<file path="config.mk">
export PLATFORM = sky130hd
export DESIGN_NAME = uart_ack_link
export DESIGN_NICKNAME = d
export VERILOG_FILES = /design/src/rtl/uart_pkg.sv /design/src/rtl/uart_rx_byte.sv /design/src/rtl/uart_ack_link.sv
export SDC_FILE = /design/constraint.sdc
export NUM_CORES = 1
export LEC_CHECK = 0
export CORE_MARGIN = 1.5
export CORE_UTILIZATION = 65
export DETAILED_ROUTE_END_ITERATION = 8
export PLACE_DENSITY = 0.95
export REMOVE_ABC_BUFFERS = 1
export SLEW_MARGIN = 20
export SYNTH_ARGS = -nofsm -noshare
export SYNTH_HDL_FRONTEND = slang
export SYNTH_SLANG_ARGS = --single-unit
export TNS_END_PERCENT = 10
</file>
<file path="constraint.sdc">
create_clock -name clk -period 5.1 [get_ports clk]
set_input_delay 0.765 -clock clk [delete_from_list [all_inputs] [get_ports clk]]
set_output_delay 0.765 -clock clk [all_outputs]
set_load 0.02 [all_outputs]
</file>
<file path="src/rtl/uart_pkg.sv">
// Shared types and helpers for the UART ACK link.
// Optional build macro: UART_PARITY_EN adds an even-parity bit to every frame.
package uart_pkg;

  // Default acknowledgement byte returned by the far end.
  localparam logic [7:0] UART_ACK_DEFAULT = 8'b11001100;

  // Transmit/ACK link FSM states; PARITY exists only in parity builds.
  typedef enum logic [2:0] {
    IDLE,
    START,
    DATA,
    STOP,
    WAIT_ACK
`ifdef UART_PARITY_EN
    ,
    PARITY
`endif
  } link_state_t;

  // Receiver FSM states; RX_PARITY is only entered in parity builds.
  typedef enum logic [2:0] {
    RX_IDLE,
    RX_START,
    RX_DATA,
    RX_PARITY,
    RX_STOP
  } rx_state_t;

  // Clock cycles per UART bit (integer division, truncating).
  function automatic int clks_per_bit(input int clk_freq, input int baud);
    return clk_freq / baud;
  endfunction

endpackage

</file>
<file path="src/rtl/uart_rx_byte.sv">
// ACK byte receiver: 2-flop synchroniser, start-bit validation at mid-bit,
// mid-bit data sampling (LSB first) and stop-bit check.
// Optional build macro: UART_PARITY_EN expects an even-parity bit before stop;
// a parity mismatch is reported through frame_err_o.
module uart_rx_byte
  import uart_pkg::*;
#(
  parameter int UART_WIDTH   = 8,
  parameter int CLKS_PER_BIT = 8
) (
  input  logic                  clk,
  input  logic                  rstN,
  input  logic                  rx_i,
  output logic [UART_WIDTH-1:0] byte_o,
  output logic                  byte_valid_o,
  output logic                  frame_err_o,
  output logic                  busy_o,
  output rx_state_t             state_o
);

  localparam int CW   = (CLKS_PER_BIT > 1) ? $clog2(CLKS_PER_BIT) : 1;
  localparam int BW   = (UART_WIDTH > 1) ? $clog2(UART_WIDTH) : 1;
  localparam int HALF = (CLKS_PER_BIT / 2 > 0) ? CLKS_PER_BIT / 2 - 1 : 0;

  logic [1:0]            sync_q;
  logic                  prev_q;
  rx_state_t             state_q;
  logic [CW-1:0]         cnt_q;
  logic [BW-1:0]         bit_q;
  logic [UART_WIDTH-1:0] sh_q;
  logic                  byte_valid_q;
  logic                  frame_err_q;
`ifdef UART_PARITY_EN
  logic                  par_q;
`endif

  logic rx_s;
  logic bit_end;
  assign rx_s    = sync_q[1];
  assign bit_end = (cnt_q == CW'(CLKS_PER_BIT - 1));

  // Synchronise rx, detect the falling edge, then walk start/data/stop at mid-bit.
  always_ff @(posedge clk or negedge rstN) begin
    if (!rstN) begin
      sync_q       <= 2'b11;
      prev_q       <= 1'b1;
      state_q      <= RX_IDLE;
      cnt_q        <= '0;
      bit_q        <= '0;
      sh_q         <= '0;
      byte_valid_q <= 1'b0;
      frame_err_q  <= 1'b0;
`ifdef UART_PARITY_EN
      par_q        <= 1'b0;
`endif
    end else begin
      sync_q       <= {sync_q[0], rx_i};
      prev_q       <= rx_s;
      byte_valid_q <= 1'b0;
      frame_err_q  <= 1'b0;
      case (state_q)
        RX_IDLE: begin
          if (prev_q && !rx_s) begin
            state_q <= RX_START;
            cnt_q   <= '0;
          end
        end
        RX_START: begin
          if (cnt_q == CW'(HALF)) begin
            cnt_q <= '0;
            if (!rx_s) begin
              state_q <= RX_DATA;
              bit_q   <= '0;
`ifdef UART_PARITY_EN
              par_q   <= 1'b0;
`endif
            end else begin
              // Glitch: line went back high before mid start bit.
              state_q <= RX_IDLE;
            end
          end else begin
            cnt_q <= cnt_q + 1'b1;
          end
        end
        RX_DATA: begin
          if (bit_end) begin
            cnt_q <= '0;
            sh_q  <= {rx_s, sh_q[UART_WIDTH-1:1]};
`ifdef UART_PARITY_EN
            par_q <= par_q ^ rx_s;
`endif
            if (bit_q == BW'(UART_WIDTH - 1)) begin
`ifdef UART_PARITY_EN
              state_q <= RX_PARITY;
`else
              state_q <= RX_STOP;
`endif
            end else begin
              bit_q <= bit_q + 1'b1;
            end
          end else begin
            cnt_q <= cnt_q + 1'b1;
          end
        end
`ifdef UART_PARITY_EN
        RX_PARITY: begin
          if (bit_end) begin
            cnt_q   <= '0;
            // Even parity: data xor parity bit must be zero.
            par_q   <= par_q ^ rx_s;
            state_q <= RX_STOP;
          end else begin
            cnt_q <= cnt_q + 1'b1;
          end
        end
`endif
        RX_STOP: begin
          if (bit_end) begin
            cnt_q        <= '0;
            byte_valid_q <= 1'b1;
`ifdef UART_PARITY_EN
            frame_err_q  <= !rx_s || par_q;
`else
            frame_err_q  <= !rx_s;
`endif
            state_q      <= RX_IDLE;
          end else begin
            cnt_q <= cnt_q + 1'b1;
          end
        end
        default: state_q <= RX_IDLE;
      endcase
    end
  end

  assign byte_o       = sh_q;
  assign byte_valid_o = byte_valid_q;
  assign frame_err_o  = frame_err_q;
  assign busy_o       = (state_q == RX_DATA) || (state_q == RX_PARITY) || (state_q == RX_STOP);
  assign state_o      = state_q;

endmodule

</file>
<file path="src/rtl/uart_ack_link.sv">
// UART transmit link with ACK/retry: sends a DATA_WIDTH word as consecutive
// UART_WIDTH-bit frames (least-significant slice first), then waits for the
// ACK byte on rx; a wrong byte, framing error or timeout retransmits the word
// up to MAX_RETRIES times.
// Optional build macro: UART_PARITY_EN inserts an even-parity bit before STOP.
//
// Handshake: a word is accepted on a cycle where din_valid && din_ready;
// din_ready is high only in IDLE and din_valid at any other time is ignored.
module uart_ack_link
  import uart_pkg::*;
#(
  parameter int                    DATA_WIDTH     = 16,
  parameter int                    UART_WIDTH     = 8,
  parameter int                    CLK_FREQ       = 50_000_000,
  parameter int                    UART_BAUD_RATE = 19200,
  parameter logic [UART_WIDTH-1:0] UART_ACK       = UART_WIDTH'(UART_ACK_DEFAULT),
  parameter int                    ACK_TIMEOUT    = 100_000,
  parameter int                    MAX_RETRIES    = 3
) (
  input  logic                  clk,
  input  logic                  rstN,
  input  logic [DATA_WIDTH-1:0] din,
  input  logic                  din_valid,
  output logic                  din_ready,
  output logic                  tx,
  input  logic                  rx,
  output logic                  busy,
  output logic                  done,
  output logic                  error,
  output logic [((MAX_RETRIES > 0) ? $clog2(MAX_RETRIES + 1) : 1)-1:0] retry_count,
  output link_state_t           state_dbg
);

  localparam int CPB = clks_per_bit(CLK_FREQ, UART_BAUD_RATE);
  localparam int NF  = DATA_WIDTH / UART_WIDTH;
  localparam int RW  = (MAX_RETRIES > 0) ? $clog2(MAX_RETRIES + 1) : 1;
  localparam int CW  = (CPB > 1) ? $clog2(CPB) : 1;
  localparam int BW  = (UART_WIDTH > 1) ? $clog2(UART_WIDTH) : 1;
  localparam int FW  = (NF > 1) ? $clog2(NF) : 1;
  localparam int TW  = $clog2(ACK_TIMEOUT + 1);

  link_state_t           state_q;
  logic                  tx_q;
  logic                  done_q;
  logic                  error_q;
  logic [RW-1:0]         retry_q;
  logic [DATA_WIDTH-1:0] word_q;
  logic [DATA_WIDTH-1:0] sh_q;
  logic [CW-1:0]         cnt_q;
  logic [BW-1:0]         bit_q;
  logic [FW-1:0]         frame_q;
  logic [TW-1:0]         timer_q;
`ifdef UART_PARITY_EN
  logic                  par_q;
`endif

  logic [UART_WIDTH-1:0] rx_byte;
  logic                  rx_valid;
  logic                  rx_err;
  logic                  rx_busy;
  rx_state_t             rx_state;

  logic bit_end;
  logic ack_ok_d;
  logic fail_d;

  uart_rx_byte #(
    .UART_WIDTH  (UART_WIDTH),
    .CLKS_PER_BIT(CPB)
  ) u_rx (
    .clk         (clk),
    .rstN        (rstN),
    .rx_i        (rx),
    .byte_o      (rx_byte),
    .byte_valid_o(rx_valid),
    .frame_err_o (rx_err),
    .busy_o      (rx_busy),
    .state_o     (rx_state)
  );

  assign bit_end = (cnt_q == CW'(CPB - 1));

  // WAIT_ACK outcome; a completed byte takes priority over the timeout.
  always_comb begin
    ack_ok_d = 1'b0;
    fail_d   = 1'b0;
    if (state_q == WAIT_ACK) begin
      if (rx_valid) begin
        if (!rx_err && (rx_byte == UART_ACK)) ack_ok_d = 1'b1;
        else                                  fail_d   = 1'b1;
      end else if (!rx_busy && (timer_q == TW'(ACK_TIMEOUT - 1))) begin
        fail_d = 1'b1;
      end
    end
  end

  // Link FSM: serialise frames from a shifting copy of the word, then await ACK.
  always_ff @(posedge clk or negedge rstN) begin
    if (!rstN) begin
      state_q <= IDLE;
      tx_q    <= 1'b1;
      done_q  <= 1'b0;
      error_q <= 1'b0;
      retry_q <= '0;
      word_q  <= '0;
      sh_q    <= '0;
      cnt_q   <= '0;
      bit_q   <= '0;
      frame_q <= '0;
      timer_q <= '0;
`ifdef UART_PARITY_EN
      par_q   <= 1'b0;
`endif
    end else begin
      done_q  <= 1'b0;
      error_q <= 1'b0;
      case (state_q)
        IDLE: begin
          tx_q <= 1'b1;
          if (din_valid && din_ready) begin
            word_q  <= din;
            sh_q    <= din;
            retry_q <= '0;
            frame_q <= '0;
            cnt_q   <= '0;
            tx_q    <= 1'b0;
            state_q <= START;
          end
        end
        START: begin
          if (bit_end) begin
            cnt_q   <= '0;
            bit_q   <= '0;
            tx_q    <= sh_q[0];
            sh_q    <= sh_q >> 1;
`ifdef UART_PARITY_EN
            par_q   <= sh_q[0];
`endif
            state_q <= DATA;
          end else begin
            cnt_q <= cnt_q + 1'b1;
          end
        end
        DATA: begin
          if (bit_end) begin
            cnt_q <= '0;
            if (bit_q == BW'(UART_WIDTH - 1)) begin
`ifdef UART_PARITY_EN
              tx_q    <= par_q;
              state_q <= PARITY;
`else
              tx_q    <= 1'b1;
              state_q <= STOP;
`endif
            end else begin
              bit_q <= bit_q + 1'b1;
              tx_q  <= sh_q[0];
              sh_q  <= sh_q >> 1;
`ifdef UART_PARITY_EN
              par_q <= par_q ^ sh_q[0];
`endif
            end
          end else begin
            cnt_q <= cnt_q + 1'b1;
          end
        end
`ifdef UART_PARITY_EN
        PARITY: begin
          if (bit_end) begin
            cnt_q   <= '0;
            tx_q    <= 1'b1;
            state_q <= STOP;
          end else begin
            cnt_q <= cnt_q + 1'b1;
          end
        end
`endif
        STOP: begin
          if (bit_end) begin
            cnt_q <= '0;
            if (frame_q == FW'(NF - 1)) begin
              timer_q <= '0;
              state_q <= WAIT_ACK;
            end else begin
              // Next frame starts immediately, no idle gap.
              frame_q <= frame_q + 1'b1;
              tx_q    <= 1'b0;
              state_q <= START;
            end
          end else begin
            cnt_q <= cnt_q + 1'b1;
          end
        end
        WAIT_ACK: begin
          if (ack_ok_d) begin
            done_q  <= 1'b1;
            state_q <= IDLE;
          end else if (fail_d) begin
            if (int'(retry_q) < MAX_RETRIES) begin
              retry_q <= retry_q + 1'b1;
              sh_q    <= word_q;
              frame_q <= '0;
              cnt_q   <= '0;
              tx_q    <= 1'b0;
              state_q <= START;
            end else begin
              error_q <= 1'b1;
              state_q <= IDLE;
            end
          end else if (!rx_busy) begin
            // Timer freezes while an ACK byte is being received.
            timer_q <= timer_q + 1'b1;
          end
        end
        default: state_q <= IDLE;
      endcase
    end
  end

  assign din_ready   = (state_q == IDLE);
  assign busy        = (state_q != IDLE);
  assign tx          = tx_q;
  assign done        = done_q;
  assign error       = error_q;
  assign retry_count = retry_q;
  assign state_dbg   = state_q;

endmodule

</file>
Yosys cells after proc, flatten, opt, wreduce, memory -nomap -nowiden:

Index checks and enable logic that the tools add are counted.

* memory bits (read-only): 0
* bits in writable memories: 0
* register bits: 104
* logic and storage cells: 185
* latch bits: 0
* memories: 0

* shift operators: 0
* reduce and logical (&&, ||, !) cells: 36
* multiplexer cells: 86
* multipliers: 0
* bitwise operators: 0
* $lt $le $gt $ge: 1
* $add $sub $neg: 7
* div/mod/pow operators: 0
* eq/ne operators: 36

Operator list (count)
* $mux 16: 7
* $mux 12: 8
* $mux 17: 5
* $pmux 12 s3: 2
* $pmux 16 s4: 1
* $mux 3: 20
* $pmux 17 s2: 1
* $mux 1: 30
* $ne 2x2->1 const B: 13
* $add 12x1->12 const B: 2
* $eq 12x12->1 const B: 2
* $reduce_and 5->1: 4
* $reduce_and 6->1: 3
* $add 17x1->17 const B: 1
* $eq 17x17->1 const B: 1
* $reduce_and 8->1: 2
* $pmux 3 s5: 1
* $ne 2x1->1 const B: 7
* $eq 12x11->1 const B: 1
* $eq 3x2->1 const B: 4
* $eq 3x3->1 const B: 4
* $pmux 3 s2: 2
* $pmux 3 s4: 1
* $reduce_bool 3->1: 4
* other kinds (22): 40

Depth between registers and ports, before layout:

Gate-level depths: netlist of the first run.

* word-level depth: 11
* gate-level depth with buffers: 8

By module:

A second synthesis of the first run with hierarchy kept.

* cells, all modules: 569
* area, all modules: 5656.7 µm²

By module, submodules not included
* uart_ack_link: area an instance 3977.6 µm², seq. area each 1828.0 µm², times used 1, cells each 414
* uart_rx_byte: area an instance 1679.1 µm², seq. area each 779.5 µm², times used 1, cells each 155

Worst setup path after synthesis of the first run:

Ideal clock, no wire load.

* path kind: register to register
* start: register state_q[0] (netlist: state_dbg[0])
* end: register word_q[0]
* period minus slack after synthesis: 2.291 ns
* buffers on the path: 3
* slack: 2.809 ns
* cell stages (with the launch flop): 7
* arrival time: 2.166 ns
* setup time: 0.125 ns
* path through: dfrtp_1 buf_2 or3_1 clkbuf_1 nor2_1 buf_2 mux2_2

* cells in the longest elaborated chain, start to end: 3

Ends and longest elaborated chain
* start: declaration: RTL line uart_ack_link.sv:42 `link_state_t state_q;`
* start signal: assignment: RTL line uart_ack_link.sv:100 `state_q <= IDLE;`
* start signal: assignment: RTL line uart_ack_link.sv:127 `state_q <= START;`
* start signal: assignment: RTL line uart_ack_link.sv:139 `state_q <= DATA;`
* $logic_not 3->1 (*): RTL line uart_ack_link.sv:117, uart_ack_link.sv:220
* $logic_and 1x1->1: RTL line uart_ack_link.sv:120 `if (din_valid && din_ready) begin`
* $reduce_and 2->1 (no line) (*)
* end signal: assignment: RTL line uart_ack_link.sv:121 `word_q <= din;`
* end: declaration: RTL line uart_ack_link.sv:47 `logic [DATA_WIDTH-1:0] word_q;`

Every way passes the cells marked *; elsewhere a longest branch is shown, timed or not.
A chain may end at the register's enable or synchronous reset.

Worst setup path after layout of the first run:

* start: register state_q[0] (netlist: state_dbg[0])
* end: output port din_ready

* cells in the longest elaborated chain, start to end: 1

Ends and longest elaborated chain
* $logic_not 3->1: RTL line uart_ack_link.sv:220 `assign din_ready = (state_q == IDLE);`
* end: declaration: RTL line uart_ack_link.sv:24 `output logic din_ready,`

No other way between the ends.

==> metrics, run 1 <==
Syn Inst Count 530; Clock Sinks 104; I/O pin cnt 30; largest net degree at the start of global routing 61; post-CTS sizing 0; Final setup viols 0; Longest Clk Path Bufs 2; Die H 94.60 um; Worst Path Required 4340 ps; worst-margin pin slew 1031 ps; Rows 33; register area 0.002608 mm2; number of synthesized flops with an enable pin 0; Vias/cell 6.798; GPL Wtd Cong 0.8885; CP Class flop to output pin; Antenna Cells 0; Die Wd 94.60 um; fin crit share 0.5756; Layout Nets 572; Routed Antenna Nets 0; initial antenna violation count 0; synthesized flop and latch total 104; GRT Resource Usage Total 0.2994; Post-synth ARST share 1.000; Final Hold Viols 0; clk slew on worst S/H paths 100 ps; post-layout min period 2936 ps; Routed WL per cell 18.86 um; TritonRoute pass-1 iters 6; VDD IR max 0.0002676 V; post-synth top area cell dfrtp_1; Cell variety after synth 66; sequential area share after synthesis 0.4781; RSZ-0062 raised after global routing false; number of CTS-inserted buffers 9; Port Buf Inserts 29; max-slew violations 0; Slew HR 0.3098; YS warnings 0; CTS H-Tree Depth 3; Area Growth Syn to Fin 9.979%; Fmax 0.3406 GHz; crit path launch type flop; CP max FO 19; pwr dens 398.4 mW/mm2; status completed; Syn Area/Cell 10.29 um2; multi-input logic area 0.002654 mm2; Final TNS setup 0 ps; most common cell in the netlist dfrtp_1; Final Core Density 0.7337; Hold Path Class flop to flop; DRC errors left 0; Worst EP arrival 2170 ps; Skew-Pair Late Insertion Delay 380 ps; Fin Clk Skew 11.94 ps; first-pass GRT wire length 20,720 um; vias in the first global route 4,326; Post-synth top cells dfrtp_1, nand2_1, nor2_1; HPWL after DPL 8142 um; Initial Util 0.6671; Synth top area share 0.4588; TritonCTS clock tree done; maxcap violations 0; Via Count 4,439; Starting DRT DRC Count 415; Synth area leaders dfrtp_1, mux2_2, a22o_1, nand2_1, a31oi_1; CTS hold repair buffers 0; critical path capture point type output pin; core area 0.008175 mm2; crit-path cells or3_1 > inv_1 > clkdlybuf4s50_1; P_leak 0.002589 uW; GR Overflow Total 0; final wirelength 12,320 um; postcts setup bufs 0; total power 2389 uW; fill count 535; clk root buf clkbuf_8; total die area 0.008949 mm2; layout cell share with drive strength beyond 1 0.1259; Netlist Area Pre-Place 0.005454 mm2; Most used DFF post-synth dfrtp_1; Worst path slowest cell dfrtp_1; crit-path max cell delay 600 ps
## state kept, by name, summed over array words and instances, names as in the netlist, 2 cells and up
name	cells
u_rx.state_o	3
cnt_q	12
u_rx.byte_o	8
sh_q	16
retry_count	2
u_rx.sync_q	2
u_rx.bit_q	3
state_dbg	3
timer_q	17
u_rx.cnt_q	12
word_q	16
bit_q	3
## through the flow
stage | std cells | cell area [um2] | hold WS, ps | setup slack, ps
after floorplan | 498 | 5306 | 345.2 | 2411
after global placement | 637 | 5763 | 345.5 | 2094
after detailed placement | 637 | 5763 | 347.3 | 2029
after CTS | 653 | 5998 | 362.5 | 2172
after global routing | 653 | 5998 | 370.2 | 1966
final | 653 | 5998 | 361.1 | 2164
## critical path: cells and delay by family (launching register included)
kind          cells  cell delay, ps
buf+inv           2             670
simple gates      1             520
flops             1             600
## routing by layer
layer	up-vias	share of wire	track usage
met2	180	0.51	0.4952
li1	2020	-	-
met1	2199	0.41	0.3833
met3	40	0.053	0.05958
met4	0	0.025	0.1281
met5	-	0	0
## logic make-up (layout without fill, tap and decap cells)
group,Yosys count,count (layout),share of synthesized area
simple gates,179,179,0.1789
xor+xnor,12,12,0.01927
compound gates,149,149,0.2007
buf+inv,44,62,0.03533
flops,104,104,0.4781
fa+ha+maj,10,10,0.02248
mux,32,32,0.06515
## final timing paths
check	cells past startpoint	start	slack, ps	to
worst max-delay path	3	state_dbg[0]$_DFFE_PN0P_	2160	din_ready
worst min-delay path	0	u_rx.sync_q[0]$_DFF_PN1_	360	u_rx.sync_q[1]$_DFF_PN1_
worst max register to register	5	state_dbg[0]$_DFFE_PN0P_	2180	sh_q[14]$_DFFE_PN0P_
worst min register to register	0	u_rx.sync_q[0]$_DFF_PN1_	360	u_rx.sync_q[1]$_DFF_PN1_
max in group asynchronous	2	rstN	3610	u_rx.prev_q$_DFF_PN1_
min in group asynchronous	1	rstN	440	word_q[8]$_DFFE_PN0P_
## cell usage in the layout (no fill, tap or decap), types with 16 or more instances in the layout
| master | n |
|---|---|
| dfrtp_1 | 100 |
| nand2_1 | 46 |
| nor2_1 | 34 |
| mux2_2 | 28 |
| clkdlybuf4s50_1 | 28 |
| a31oi_1 | 27 |
| a22o_1 | 21 |
| a211oi_1 | 17 |
| nand3_1 | 17 |
| o21ai_0 | 16 |
| a2bb2oi_1 | 16 |
## final cells by class
type	count	share of cell area
clock buffers	10	0.02295
multi-input cells	382	0.4424
flip-flops and latches	104	0.4347
inverters	12	0.007509
well taps	105	0.02190
clock inverters	6	0.01627
repair buffers	34	0.05423
## report_power, final
| group | total (uW) | internal, uW | switching (uW) | leakage, uW |
|---|---|---|---|---|
| Clock | 594 | 298 | 297 | 0.000119 |
| Combinational | 639 | 314 | 325 | 0.00114 |
| Sequential | 1160 | 1000 | 157 | 0.00133 |
Note: power is estimated with default switching activity, not from simulation.
==> inputs of run 2 (changes only) <==
--- a/config.mk
+++ b/config.mk
@@ -6,9 +6,9 @@
 export NUM_CORES = 1
 export LEC_CHECK = 0
 export CORE_MARGIN = 1.5
-export CORE_UTILIZATION = 65
+export CORE_UTILIZATION = 54
 export DETAILED_ROUTE_END_ITERATION = 8
-export PLACE_DENSITY = 0.95
+export PLACE_DENSITY = 0.85
 export REMOVE_ABC_BUFFERS = 1
 export SLEW_MARGIN = 20
 export SYNTH_ARGS = -nofsm -noshare
==> constraint.sdc (replaced) <==
create_clock -name clk -period 2.45 [get_ports clk]
set_input_delay 0.3675 -clock clk [delete_from_list [all_inputs] [get_ports clk]]
set_output_delay 0.3675 -clock clk [all_outputs]
set_load 0.02 [all_outputs]
==> metrics, run 2 (synthesized netlist as in run 1, its figures left out) <==
final wirelength 12,170 um (was 12,320 um); HPWL after DPL 8250 um (was 8142 um); Longest Clk Path Bufs 2 (unchanged); Routed WL per cell 17.36 um (was 18.86 um); clk root buf clkbuf_8 (unchanged); maxcap violations 0 (unchanged); Pint 3329 uW (was 1611 uW); Final setup viols 0 (unchanged); fin crit share 0.9760; Die H 103.5 um (was 94.60 um); commonest non-fill, non-tap cell in the layout dfrtp_1 (unchanged); post-layout min period 2391 ps; fill count 752 (was 535); Worst Path Required 2080 ps (was 4340 ps); max-slew violations 0 (unchanged); Starting DRT DRC Count 281 (was 415); crit-path cells or3_4 > inv_1 > clkdlybuf4s50_1 (was or3_1 > inv_1 > clkdlybuf4s50_1); Fmax 0.4182 GHz; Largest Register timer_q (unchanged); sw frac 0.3272 (was 0.3256); NetSw 1619 uW (was 777.9 uW); Layout Nets 592 (was 572); P_leak 0.002692 uW (was 0.002589 uW); Die Wd 103.5 um (was 94.60 um); Vias/cell 6.275 (was 6.798); Routed Antenna Nets 0 (unchanged); I/O pin cnt 30 (unchanged); first-pass GRT wire length 21,020 um (was 20,720 um); total die area 0.01071 mm2 (was 0.008949 mm2); max reg flops 17 (unchanged); Initial Util 0.5580 (was 0.6671); worst-margin pin slew 1002 ps (was 1031 ps); Final Core Density 0.6349 (was 0.7337); Worst path slowest cell clkdlybuf4s50_1 (was dfrtp_1); GRT Resource Usage Total 0.2369 (was 0.2994); Worst EP arrival 2020 ps (was 2170 ps); logic gate share of total power 0.280 (was 0.267); clock network fraction of total power 0.239 (was 0.249); CTS H-Tree Depth 3 (unchanged); pwr dens 797.3 mW/mm2 (was 398.4 mW/mm2); placed cell count 682 (was 637); Slew HR 0.3295 (was 0.3098); Rows 36 (was 33); Fin Clk Skew 19.60 ps (was 11.94 ps); commonest cells after routing, fill and taps aside dfrtp_1, nand2_1, nor2_1 (unchanged); critical path capture point type output pin (unchanged); worst setup margin 58.71 ps (was 2164 ps); fin cells 701 (was 653); Via Count 4,399 (was 4,439); Hold Path Class flop to flop (unchanged); sequential share of power 0.482 (was 0.484); crit path launch type flop (unchanged); clk slew on worst S/H paths 110 ps (was 100 ps); Setup WS pre-CTS 125.1 ps (was 2029 ps); GR Overflow Total 0 (unchanged); status completed (unchanged); multi-input logic area 0.002660 mm2 (was 0.002654 mm2); TritonRoute pass-1 iters 5 (was 6); register area 0.002610 mm2 (was 0.002608 mm2); Skew-Pair Late Insertion Delay 390 ps (was 380 ps); layout cell share with drive strength beyond 1 0.1620 (was 0.1259); Final Hold Viols 0 (unchanged); DRC errors left 0 (unchanged); Antenna Cells 0 (unchanged); Area Growth Syn to Fin 13.79% (was 9.979%); GPL Wtd Cong 0.8710 (was 0.8885); CP Class flop to output pin (unchanged); largest net degree at the start of global routing 47 (was 61); TritonCTS clock tree done (unchanged); Clock Sinks 104 (unchanged); VDD IR max 0.0005553 V (was 0.0002676 V); vias in the first global route 4,511 (was 4,326); Worst Hold Margin 358.8 ps (was 361.1 ps); core area 0.009774 mm2 (was 0.008175 mm2); Top Registers timer_q x17, sh_q x16, word_q x16 (unchanged); number of CTS-inserted buffers 9 (unchanged); CP max FO 15 (was 19); initial antenna violation count 0 (unchanged); crit-path max cell delay 590 ps (was 600 ps); Port Buf Inserts 29 (unchanged)
[run 2: final cells by class]
cell class              instances  area share
flip-flops and latches        104      0.4206
inverters                      12    0.007258
multi-input cells             382      0.4286
repair buffers                 54     0.08105
well taps                     133     0.02681
clock buffers                  11     0.02440
clock inverters                 5     0.01129
[run 2: stage by stage]
step | area (um2) | total power [uW] | TNS (ps)
global route | 6206 | 5227 | -5.684
CTS | 6185 | 4951 | 0
global placement | 5951 | 3664 | 0
detailed placement | 5951 | 3765 | 0
floorplan | 5306 | 3302 | -4828
finish | 6206 | 4948 | 0
[run 2: metal layers]
metal  global-route usage  share of wire  vias up
met5                    0              0        -
met1               0.3060           0.43     2193
li1                     -              -     2062
met2               0.4014           0.51      125
met4              0.08333          0.014        0
met3              0.04405          0.043       19
[run 2: power by group through the flow]
stage | Clock, uW | Sequential (uW) | Combinational [uW]
after floorplan | 0 | 2340 | 963
after detailed placement | 0 | 2400 | 1370
after global routing | 1270 | 2430 | 1530
final | 1180 | 2380 | 1380
after CTS | 1210 | 2370 | 1370
after global placement | 0 | 2380 | 1280
[run 2: worst paths after layout]
kind,slack [ps],from,end,depth (start not counted)
setup / recovery,60,state_dbg[1]$_DFFE_PN0P_,din_ready,3
min in group asynchronous,450,rstN,word_q[5]$_DFFE_PN0P_,2
max in group asynchronous,1250,rstN,state_dbg[1]$_DFFE_PN0P_,3
setup reg to reg,140,timer_q[0]$_DFFE_PN0P_,sh_q[0]$_DFFE_PN0P_,7
hold / removal,360,u_rx.sync_q[0]$_DFF_PN1_,u_rx.sync_q[1]$_DFF_PN1_,0
hold reg to reg,360,u_rx.sync_q[0]$_DFF_PN1_,u_rx.sync_q[1]$_DFF_PN1_,0
[run 2: timing repair]
item,4_1_cts,5_1_grt
hold endpoints to repair,32,0
hold buffers,1,0
pin swaps,0,1
setup endpoints to repair,1,20
gates resized for setup,2,2
buffers inserted,0,2
[run 2: critical path, delay by kind of cell, from the launching register on]
kind                   cells  cell delay [ps]
and+or+nand+nor            1              460
buffers and inverters      2              660
DFF                        1              530
